`src/rtl/fetch_decode_buffer.sv`:
```
// IF/ID pipeline register: pairs an opcode word flagged as carrying an immediate with the
// following fetched word, emitting one Decode packet per instruction and bubbles in between.
module fetch_decode_buffer #(
   parameter int                WORD_W       = 16,
   parameter int                PC_W         = 32,
   parameter int                IMM_FLAG_BIT = 13,
   parameter logic [WORD_W-1:0] NOP_WORD     = '0
) (
   input  logic              clk,
   input  logic              reset,
   input  logic              if_valid,
   input  logic [WORD_W-1:0] if_instr,
   input  logic [PC_W-1:0]   if_pc_next,
   input  logic              stall,
   input  logic              flush,
   output logic              id_valid,
   output logic [WORD_W-1:0] id_instr,
   output logic [WORD_W-1:0] id_imm,
   output logic              id_has_imm,
   output logic [PC_W-1:0]   id_pc_next,
   output logic              wait_imm
);

   // Handshake: Fetch offers a word with if_valid and it is consumed on any edge where
   // stall and flush are both low; there is no back-pressure beyond stall. id_valid marks
   // a real packet for exactly the cycles it is presented, bubbles carry NOP_WORD.
   typedef enum logic {S_OP = 1'b0, S_IMM = 1'b1} state_t;

   state_t            state;
   logic [WORD_W-1:0] held;

   always_ff @(posedge clk or negedge reset) begin
      if (!reset) begin
         state      <= S_OP;
         held       <= NOP_WORD;
         id_valid   <= 1'b0;
         id_instr   <= NOP_WORD;
         id_imm     <= NOP_WORD;
         id_has_imm <= 1'b0;
         id_pc_next <= '0;
         wait_imm   <= 1'b0;
      end else if (flush) begin
         state      <= S_OP;
         held       <= NOP_WORD;
         id_valid   <= 1'b0;
         id_instr   <= NOP_WORD;
         id_imm     <= NOP_WORD;
         id_has_imm <= 1'b0;
         id_pc_next <= '0;
         wait_imm   <= 1'b0;
      end else if (stall) begin
         state <= state;
      end else if (!if_valid) begin
         // Bubble with no input; a half-collected pair stays parked.
         id_valid   <= 1'b0;
         id_instr   <= NOP_WORD;
         id_imm     <= NOP_WORD;
         id_has_imm <= 1'b0;
      end else begin
         case (state)
            S_OP: begin
               if (if_instr[IMM_FLAG_BIT]) begin
                  held       <= if_instr;
                  state      <= S_IMM;
                  wait_imm   <= 1'b1;
                  id_valid   <= 1'b0;
                  id_instr   <= NOP_WORD;
                  id_imm     <= NOP_WORD;
                  id_has_imm <= 1'b0;
               end else begin
                  id_valid   <= 1'b1;
                  id_instr   <= if_instr;
                  id_imm     <= NOP_WORD;
                  id_has_imm <= 1'b0;
                  id_pc_next <= if_pc_next;
               end
            end
            S_IMM: begin
               // The immediate is raw data; its flag bit is deliberately not examined.
               id_valid   <= 1'b1;
               id_instr   <= held;
               id_imm     <= if_instr;
               id_has_imm <= 1'b1;
               id_pc_next <= if_pc_next;
               held       <= NOP_WORD;
               state      <= S_OP;
               wait_imm   <= 1'b0;
            end
            default: begin
               state    <= S_OP;
               wait_imm <= 1'b0;
            end
         endcase
      end
   end

endmodule
```
`config.mk`:
```
export PLATFORM = sky130hd
export DESIGN_NAME = fetch_decode_buffer
export DESIGN_NICKNAME = d
export VERILOG_FILES = /design/src/rtl/fetch_decode_buffer.sv
export SDC_FILE = /design/constraint.sdc
export NUM_CORES = 1
export LEC_CHECK = 0
export CELL_PAD_IN_SITES_DETAIL_PLACEMENT = 1
export CELL_PAD_IN_SITES_GLOBAL_PLACEMENT = 1
export CORE_AREA = 2 2 108 110
export CTS_CLUSTER_DIAMETER = 50
export DETAILED_ROUTE_END_ITERATION = 10
export DIE_AREA = 0 0 110 112
export PLACE_DENSITY = 0.8
export SLEW_MARGIN = 10
export SYNTH_ARGS = -nofsm -noshare
export SYNTH_HDL_FRONTEND = slang
export SYNTH_SLANG_ARGS = --single-unit
```
`constraint.sdc`:
```
create_clock -name clk -period 1.4 [get_ports clk]
set_input_delay 0.21 -clock clk [delete_from_list [all_inputs] [get_ports clk]]
set_output_delay 0.21 -clock clk [all_outputs]
set_load 0.01 [all_outputs]
```
### Word level (Yosys, flattened, before mapping)

Cells that the tools add are included.

* flip-flop bits (word level): 84
* output and inout port bits: 67
* logic and storage cells: 54

* equality and inequality tests: 3
* mux-type cells: 38
* bitwise logic cells: 1
* reductions and logical operators: 4

Operator list (count)
* 16-bit 2-to-1 mux: 11
* 32-bit 2-to-1 mux: 4
* 16-bit case mux with 2 select lines: 3
* 32-bit case mux with 2 select lines: 1
* 1-bit 2-to-1 mux: 15
* 1-bit case mux with 2 select lines: 4
* 3-bit inequality test, second input constant: 2
* 3-bit AND reduction: 2
* 2-bit by 1-bit inequality test with 1-bit output, second input constant: 1
* 2-bit AND reduction: 1
* 2-bit nonzero test: 1
* 1-bit inverter: 1

### Depth between registers and ports, before layout

Gate-level depths: netlist (run 1).

* depth after elaboration: 5
* gate-level depth with buffers: 6
* depth with buffers taken out: 3

### Least setup slack after synthesis (run 1)

No wires, ideal clock.

* kind: flip-flop to flip-flop
* start: register state
* end: register held[10]
* setup time: 121 ps
* data arrival time: 1231 ps
* required time: 1279 ps
* slack: 48 ps
* stages on the path, launching flop included: 7
* path buffers: 3
* clock period less this slack: 1352 ps
* path through: dfrtp_1 -> buf_2 -> nor2_1 -> o21ba_2 -> clkbuf_1 -> buf_2 -> a22o_2

* word-level cells in the longest chain between the ends: 5
* elaborated cells between the ends (all ways): 7
* those cells by class: eq/ne: 1; mux: 4; bitwise: 1; reduce/logical: 1

RTL lines
* start: declaration: line 29 `state_t state;`
* start signal: assignment: line 52 `state <= state;`
* 1-bit inverter
* 16-bit case mux with 2 select lines: line 60 `case (state)`
* 16-bit 2-to-1 mux: line 53 `end else if (!if_valid) begin`
* 16-bit 2-to-1 mux: line 51 `end else if (stall) begin`
* 16-bit 2-to-1 mux: line 42 `end else if (flush) begin`
* end signal: assignment: line 63 `held <= if_instr;`
* end: declaration: line 30 `logic [WORD_W-1:0] held;`

Several ways; a longest one is shown, not always the timed one. The select of a mux whose other input is x is not followed.
A chain may end at the register's enable or synchronous reset.

### Worst setup path in the final report (run 1)

* start: input if_instr[13]
* end: register held[12]

* word-level cells in the longest chain between the ends: 2

RTL lines
* start: declaration: line 12 `input logic [WORD_W-1:0] if_instr,`
* 3-bit inequality test (no line)
* 3-bit AND reduction (no line)

No other way between the ends.

==> results.yml, run 1 <==
place:
  port_buffers: 119
  routabilityCongestion: 0.7700
  place_area_um2: 4926
  dp_hpwl_mm: 7.369
yosys:
  netlist.area_leader.share_pct: 61.25
  netlist-cell-type-count: 26
  netlist_area_um2: 3391
  synth_ff_type: "dfrtp_1"
  synth-edff-count: 0
  ys_warn_count: 0
  yosysSeqAreaShare_pct: 61.25
  ys_ff_latch: 83
  synthArstFlopShare_pct: 100.0
  syn_inst: 291
  syn_avg_cell_area_um2: 11.65
  synth_nets: 344
  synthTopCellsByArea: "dfrtp_1, a22o_1, a21oi_1, o21ai_0, nor3b_1"
  yosysTopAreaCell: "dfrtp_1"
critical_path:
  required_ns: 1.62
  max_stage_delay_ns: 0.59
  cp-end-kind: "register"
  critical_path_class: "input pin to register"
  cp_max_fo: 16
  cp_slowest_cell: "clkdlybuf4s50_1"
  r2r-start: "state"
  crit_chain: "clkdlybuf4s50_1 -> nor2_1 -> o21ba_2 -> a22o_2"
  crit_path_start_kind: "input pin"
  cp.arrival_ns: 1.54
  startpoint: "if_instr[13]"
clock_network:
  clock-sinks: 83
  clk_latency_ns: 0.33
  cts_htree_levels: 3
  cts_buffers: 9
  cts_tree: "done"
  clk_path_buf_depth: 2
  clockRootBuffer: "clkbuf_16"
  postCtsSetupBuffers: 0
  clk_pin_slew_ns: 0.06
timing:
  slew_headroom_pct: 73.57
  max_freq_ghz: 0.7576
  finalCriticalPeriod_ns: 1.320
  tightest_slew_ns: 0.3965
  setup_viol: 0
  rsz0062_at_grt: "false"
  period_share_pct: 94.28
  skew_ns: 0.009887
  finalSetupTns_ns: 0
  finalMaxSlewViolations: 0
  finalHoldViolCount: 0
floorplan:
  io_pins: 120
  core_area_um2: 11170
  start_util_pct: 30.34
  die_area_um2: 12320
  dieWidth_um: 110
  rows: 39
  chipHeight_um: 112
pwr:
  leakage_uw: 0.002617
  ir_worst_vdd_v: 0.0007269
  powerDensity_nw_per_um2: 1090
detailed_routing:
  vias: 2940
  dr.pass1.iters: 5
  ant_nets: 0
  drt_wl_total_mm: 10.55
  drtIter0Drc: 128
  drc: 0
  routed_via_density: 5.122
  avgRoutedWirePerCell_um: 18.38
grt:
  grt_overflow: 0
  grt_start_max_net_pins: 35
  grt_pass1_vias: 3137
  antenna_found_initial: 0
  grt_pass1_wl_mm: 16.77
  track_usage_pct: 17.83
finish:
  mostFrequentLayoutCell: "dfrtp_1"
  area_growth_pct: 53.32
  nNetsFinal: 479
  drive_above_1_share_pct: 15.55
  num_antenna_cells: 0
  layout_common_cells: "dfrtp_1, dlygate4sd2_1, clkdlybuf4s50_1"
  stdcell_area_um2: 5199
flow_run:
  drv_cap: 0
outcome:
  status: "completed"
hold_path:
  worstHoldPathType: "input pin to asynchronous set/reset pin"
## stage by stage
step / setup WS, ns / utilization (%) / total power, uW / hold slack [ns] / instances
after floorplan: 0.04782 / - / 2803 / -0.08559 / 291
after global placement: -0.3103 / 44.08 / 3255 / 0.1493 / 556
after detailed placement: -0.3652 / 44.08 / 3280 / 0.1533 / 556
after CTS: 0.01036 / 46.32 / 5734 / 0.3478 / 574
after global routing: 0.001609 / 46.52 / 5899 / 0.3777 / 574
final: 0.08003 / 46.52 / 5665 / 0.3491 / 574
## area by class of cell
class                      count  area [um^2]
clock buffer                  11        252.7
clock inverter                 5        60.06
fill                        1205         5976
multi-input combinational    180         1180
sequential                    83         2077
tap                          143        178.9
timing repair buffer         152         1450
## state kept, by name (all words and copies together), names as in the netlist
register	flops
id_valid	1
id_imm	16
id_pc_next	32
id_has_imm	1
held	16
state	1
id_instr	16
## per-layer routing
layer / vias to the layer above / wire (um) / GRT usage [%]
met1: 1502 / 4524 / 23.48
met2: 102 / 5252 / 29.37
met4: 0 / 109 / 5.316
met3: 9 / 662 / 3.689
li1: 1327 / - / -
met5: - / 0 / 0
## critical path: cells and delay by family
family                 cells  cell delay [ns]
AOI/OAI and AO/OA          2             0.64
buffers and inverters      1             0.59
and+or+nand+nor            1             0.09
## path summary, 6_finish.rpt
kind                                  end  slack [ns]  cells after the start
max                              held[12]        0.08                      4
min                            id_imm[11]        0.35                      2
max reg2reg                id_pc_next[29]        0.09                      4
min reg2reg                   id_instr[6]        0.47                      2
max in group asynchronous        held[11]        0.56                      3
min in group clk            id_pc_next[6]        0.43                      3
## cells by family after synthesis
| family | share of synthesized area, % |
|---|---|
| flops | 61.25 |
| buf+inv | 4.502 |
| compound gates | 23.43 |
| simple gates | 10.81 |
## report_power, final
group          internal, uW  switching [uW]
Clock                  1490             978
Sequential             2470            41.6
Combinational           347             346
## synthesized netlist by cell type (all sizes together), types with 2 or more instances
cell type,n
clkbuf,20
a21o,3
buf,9
o21ai,35
nand3,20
nor2b,2
dfrtp,83
nand2,15
nor2,3
a21oi,35
nand2b,2
nor3b,15
a22o,44
## repair_timing
action,CTS,global route
setup endpoints to repair,73,29
endpoints found under the hold margin,24,0
gates cloned,1,0
pin swaps,0,2
hold buffers,1,0
gates resized for setup,69,13
Power figures use the tool's default switching activity.
==> run 2: changes to the inputs <==
- CORE_AREA: 2 2 108 110 -> 2 2 114 105
- DIE_AREA: 0 0 110 112 -> 0 0 116 107
- PLACE_DENSITY: 0.8 -> 0.79
==> results.yml, run 2 (synthesis results as in run 1) <==
finish:
  utilization_pct: 46.29
  drive_above_1_share_pct: 15.24
  largest_reg_flops: 32
  nNetsFinal: 481
  mostFrequentLayoutCell: "dfrtp_1"
  num_antenna_cells: 0
  stdcell_area_um2: 5186
  layout_common_cells: "dfrtp_1, dlygate4sd2_1, clkdlybuf4s50_1"
  regMostFlops: "id_pc_next"
  area_growth_pct: 52.95
pwr:
  total_power_uw: 5404
  powerDensity_nw_per_um2: 1042
  leakage_uw: 0.002599
  ir_worst_vdd_v: 0.0005697
grt:
  grt_start_max_net_pins: 40
  grt_overflow: 0
  antenna_found_initial: 0
  grt_pass1_vias: 3034
  grt_pass1_wl_mm: 15.79
  track_usage_pct: 16.50
timing:
  finalSetupTns_ns: 0
  max_freq_ghz: 0.7718
  tightest_slew_ns: 0.3193
  finalMaxSlewViolations: 0
  period_share_pct: 92.55
  setup_viol: 0
  finalCriticalPeriod_ns: 1.296
  skew_ns: 0.009642
  rsz0062_at_grt: "false"
  finalHoldViolCount: 0
  slew_headroom_pct: 78.71
  setup_slack_ns: 0.1043
detailed_routing:
  dr.pass1.iters: 5
  ant_nets: 0
  drt_wl_total_mm: 10.19
  wl_met3_um: 770
  drc: 0
  routed_via_density: 4.942
  met2_length_mm: 4.574
  drt-met1-wl_mm: 4.717
  top_layer: "met4"
  vias: 2911
  drtIter0Drc: 104
  avgRoutedWirePerCell_um: 17.30
flow_run:
  drv_cap: 0
critical_path:
  cp.arrival_ns: 1.56
  rr_worst_depth: 4
  crit_path_start_kind: "input pin"
  cp-end-kind: "register"
  cp_max_fo: 13
  required_ns: 1.67
  critical_path_class: "input pin to register"
place:
  place_area_um2: 4942
  pre_cts_slack_ns: -0.3260
  port_buffers: 119
  dp_hpwl_mm: 7.351
  routabilityCongestion: 0.8331
clock_network:
  cts_buffers: 9
  clk_pin_slew_ns: 0.06
  clk_latency_ns: 0.33
  postCtsSetupBuffers: 0
  cts_htree_levels: 3
  cts_tree: "done"
  clk_path_buf_depth: 2
  clockRootBuffer: "clkbuf_16"
  clock-sinks: 83
hold_path:
  worstHoldPathType: "input pin to asynchronous set/reset pin"
floorplan:
  core_area_um2: 11200
  rows: 37
  dieWidth_um: 116
  io_pins: 120
  chipHeight_um: 107
  die_area_um2: 12410
  start_util_pct: 30.27
outcome:
  status: "completed"
-- run 2: changes by cell type in the layout (fill, tap and decap cells not counted), moves of 2 or more --
cell	delta
buf_4	+3
o21ai_0	+7
o21ai_1	-7
clkbuf_1	+2
-- run 2: what timing repair did --
item | in CTS | in global routing
pin swaps | 0 | 3
hold endpoints to repair | 20 | 0
resized for setup | 67 | 8
cloned | 0 | 1
setup endpoints to repair | 67 | 30
hold buffers | 1 | 0
-- run 2: routing by layer --
metal / GRT usage (%) / vias up
met2: 25.52 / 107
li1: - / 1346
met5: 0 / -
met3: 4.466 / 13
met4: 5.442 / 0
met1: 22.46 / 1445
-- run 2: final cells by class --
cell class	count	area, um^2
clock inverter	4	33.78
multi-input combinational	180	1184
sequential	83	2077
timing repair buffer	154	1450
fill	1261	6017
tap	156	195.2
clock buffer	12	246.5
-- run 2: stage by stage --
| step | std cells | hold WS (ns) |
|---|---|---|
| final | 589 | 0.3261 |
| after global placement | 571 | 0.1290 |
| after CTS | 588 | 0.3397 |
| after detailed placement | 571 | 0.1314 |
| after floorplan | 291 | -0.08559 |
| after global routing | 589 | 0.3601 |
-- run 2: final timing paths --
check                            endpoint  slack (ns)         start
max                        id_pc_next[20]        0.10  if_instr[13]
min                            id_imm[13]        0.33         reset
max reg2reg                id_pc_next[20]        0.13         state
min reg2reg                    id_has_imm        0.47    id_has_imm
max in group asynchronous     id_instr[8]        0.51         reset
min in group clk                    state        0.44         stall
-- run 2: worst max-delay path, stage by stage --
cell and delay [ns]:
clkdlybuf4s50_1 0.56, buf_4 0.15, nand2b_4 0.11, a21oi_1 0.16, buf_4 0.21, a22o_1 0.15
-- run 2: power breakdown --
| group | switching, uW | leakage, uW | total (uW) | internal, uW |
|---|---|---|---|---|
| combinational | 343 | 0.00132 | 689 | 346 |
| clock | 942 | 0.000133 | 2210 | 1260 |
| sequential | 42.5 | 0.00114 | 2510 | 2470 |
| total | 1330 | 0.00260 | 5400 | 4080 |
==> run 3: changes to the inputs <==
- MAX_ROUTING_LAYER: not set -> met4
==> results.yml, run 3 (synthesis results as in run 1) <==
outcome:
  status: "completed"
floorplan:
  start_util_pct: 30.27
  die_area_um2: 12410
  dieWidth_um: 116
  io_pins: 120
  core_area_um2: 11200
  chipHeight_um: 107
  rows: 37
detailed_routing:
  drc: 0
  drtIter0Drc: 133
  vias: 2911
  ant_nets: 0
  routed_via_density: 4.942
  drt_wl_total_mm: 10.19
  dr.pass1.iters: 4
  avgRoutedWirePerCell_um: 17.30
flow_run:
  drv_cap: 0
timing:
  finalMaxSlewViolations: 0
  max_freq_ghz: 0.7682
  tightest_slew_ns: 0.3235
  finalSetupTns_ns: 0
  setup_slack_ns: 0.09828
  finalCriticalPeriod_ns: 1.302
  skew_ns: 0.008694
  slew_headroom_pct: 78.43
  period_share_pct: 92.98
  finalHoldViolCount: 0
  setup_viol: 0
  rsz0062_at_grt: "false"
pwr:
  p_int_uw: 4077
  leakage_uw: 0.002599
  p_comb_share_pct: 12.8
  p_switching_uw: 1330
  p_clk_share_pct: 40.8
  ir_worst_vdd_v: 0.0005686
  powerDensity_nw_per_um2: 1043
  power_frac_seq_pct: 46.4
  switching_share_pct: 24.59
place:
  port_buffers: 119
  pre_cts_slack_ns: -0.3260
  place_area_um2: 4942
  dp.cells: 571
  dp_hpwl_mm: 7.351
  routabilityCongestion: 0.8459
finish:
  num_antenna_cells: 0
  fill_cells: 1261
  largest_reg_flops: 32
  nNetsFinal: 481
  instances_no_fill: 589
  drive_above_1_share_pct: 15.24
  regMostFlops: "id_pc_next"
  layout_common_cells: "dfrtp_1, dlygate4sd2_1, clkdlybuf4s50_1"
  mostFrequentLayoutCell: "dfrtp_1"
  multi_input_area_um2: 1184
  area_growth_pct: 52.95
  stdcell_area_um2: 5186
  seq_area_um2: 2077
grt:
  grt_start_max_net_pins: 40
  grt_pass1_vias: 3043
  track_usage_pct: 17.01
  antenna_found_initial: 0
  grt_overflow: 0
  grt_pass1_wl_mm: 15.73
critical_path:
  regToRegEndpoint: "id_pc_next[20]"
  cp_max_fo: 8
  max_stage_delay_ns: 0.42
  rr_worst_depth: 4
  critPathBufInv: 2
  r2r-start: "state"
  rrSetupSlack_ns: 0.13
  crit_family: "simple AND/OR/NAND/NOR gates"
  cp.arrival_ns: 1.58
  cp-end-kind: "register"
  crit_chain: "clkdlybuf4s50_1 -> or3b_4 -> buf_12 -> nor2_4 -> a22o_2"
  cp_slowest_cell: "clkdlybuf4s50_1"
  required_ns: 1.68
  crit_path_start_kind: "input pin"
  critical_path_class: "input pin to register"
clock_network:
  postCtsSetupBuffers: 0
  clock-sinks: 83
  cts_tree: "done"
  cts_htree_levels: 3
  clk_pin_slew_ns: 0.07
  clk_path_buf_depth: 2
  clockRootBuffer: "clkbuf_16"
  cts_buffers: 9
  clk_latency_ns: 0.33
hold_path:
  worstHoldPathType: "input pin to asynchronous set/reset pin"
-- run 3: cell counts in the layout (fill, tap and decap cells not counted) --
Identical to the previous run, type by type.
-- run 3: power by group through the flow --
stage	combinational [uW]	sequential (uW)	clock [uW]
after floorplan	235	2570	0
after detailed placement	718	2550	0
after global placement	700	2550	0
after CTS	687	2510	2250
final	690	2510	2210
after global routing	751	2520	2360
-- run 3: what timing repair did --
item	4_1_cts	5_1_grt
setup endpoints to repair	67	30
hold endpoints to repair	20	0
pin swaps	0	3
hold buffers	1	0
gates cloned	0	1
resized for setup	67	8
-- run 3: final cells by class --
cell class	count	share of cell area [%]
Sequential cell	83	40.05
Timing Repair Buffer	154	27.96
Multi-Input combinational cell	180	22.82
Clock buffer	12	4.753
Tap cell	156	3.764
Clock inverter	4	0.6514
-- run 3: worst register-to-register path: stages, from the launching register on --
cell	delay, ns
dfrtp_1	0.42
and2b_1	0.25
buf_12	0.17
nor2_8	0.08
a22o_1	0.24
-- run 3: worst max path at each step --
stage	from	endpoint	slack, ns	cells past startpoint
after floorplan	state	held[10]	0.05	6
after global placement	if_valid	held[7]	-0.28	5
after detailed placement	if_valid	held[6]	-0.33	5
after CTS	if_valid	held[6]	0.02	5
after global routing	state	id_instr[10]	0.005	4
final	flush	held[12]	0.1	5
-- run 3: routing by layer --
metal	part of all wire [%]	global-route usage (%)	routed length, um	vias to the layer above
met4	1.4	5.442	143	0
li1	-	-	-	1344
met2	45	25.56	4560	102
met3	5.7	3.787	585	13
met5	0	-	0	-
met1	48	23.01	4898	1452
-- run 3: through the flow --
stage	hold WS [ns]	utilization [%]	power (uW)
floorplan	-0.08559	-	2803
global placement	0.1290	44.11	3252
CTS	0.3397	45.96	5450
detailed placement	0.1314	44.11	3272
global route	0.3568	46.29	5625
finish	0.3269	46.29	5407
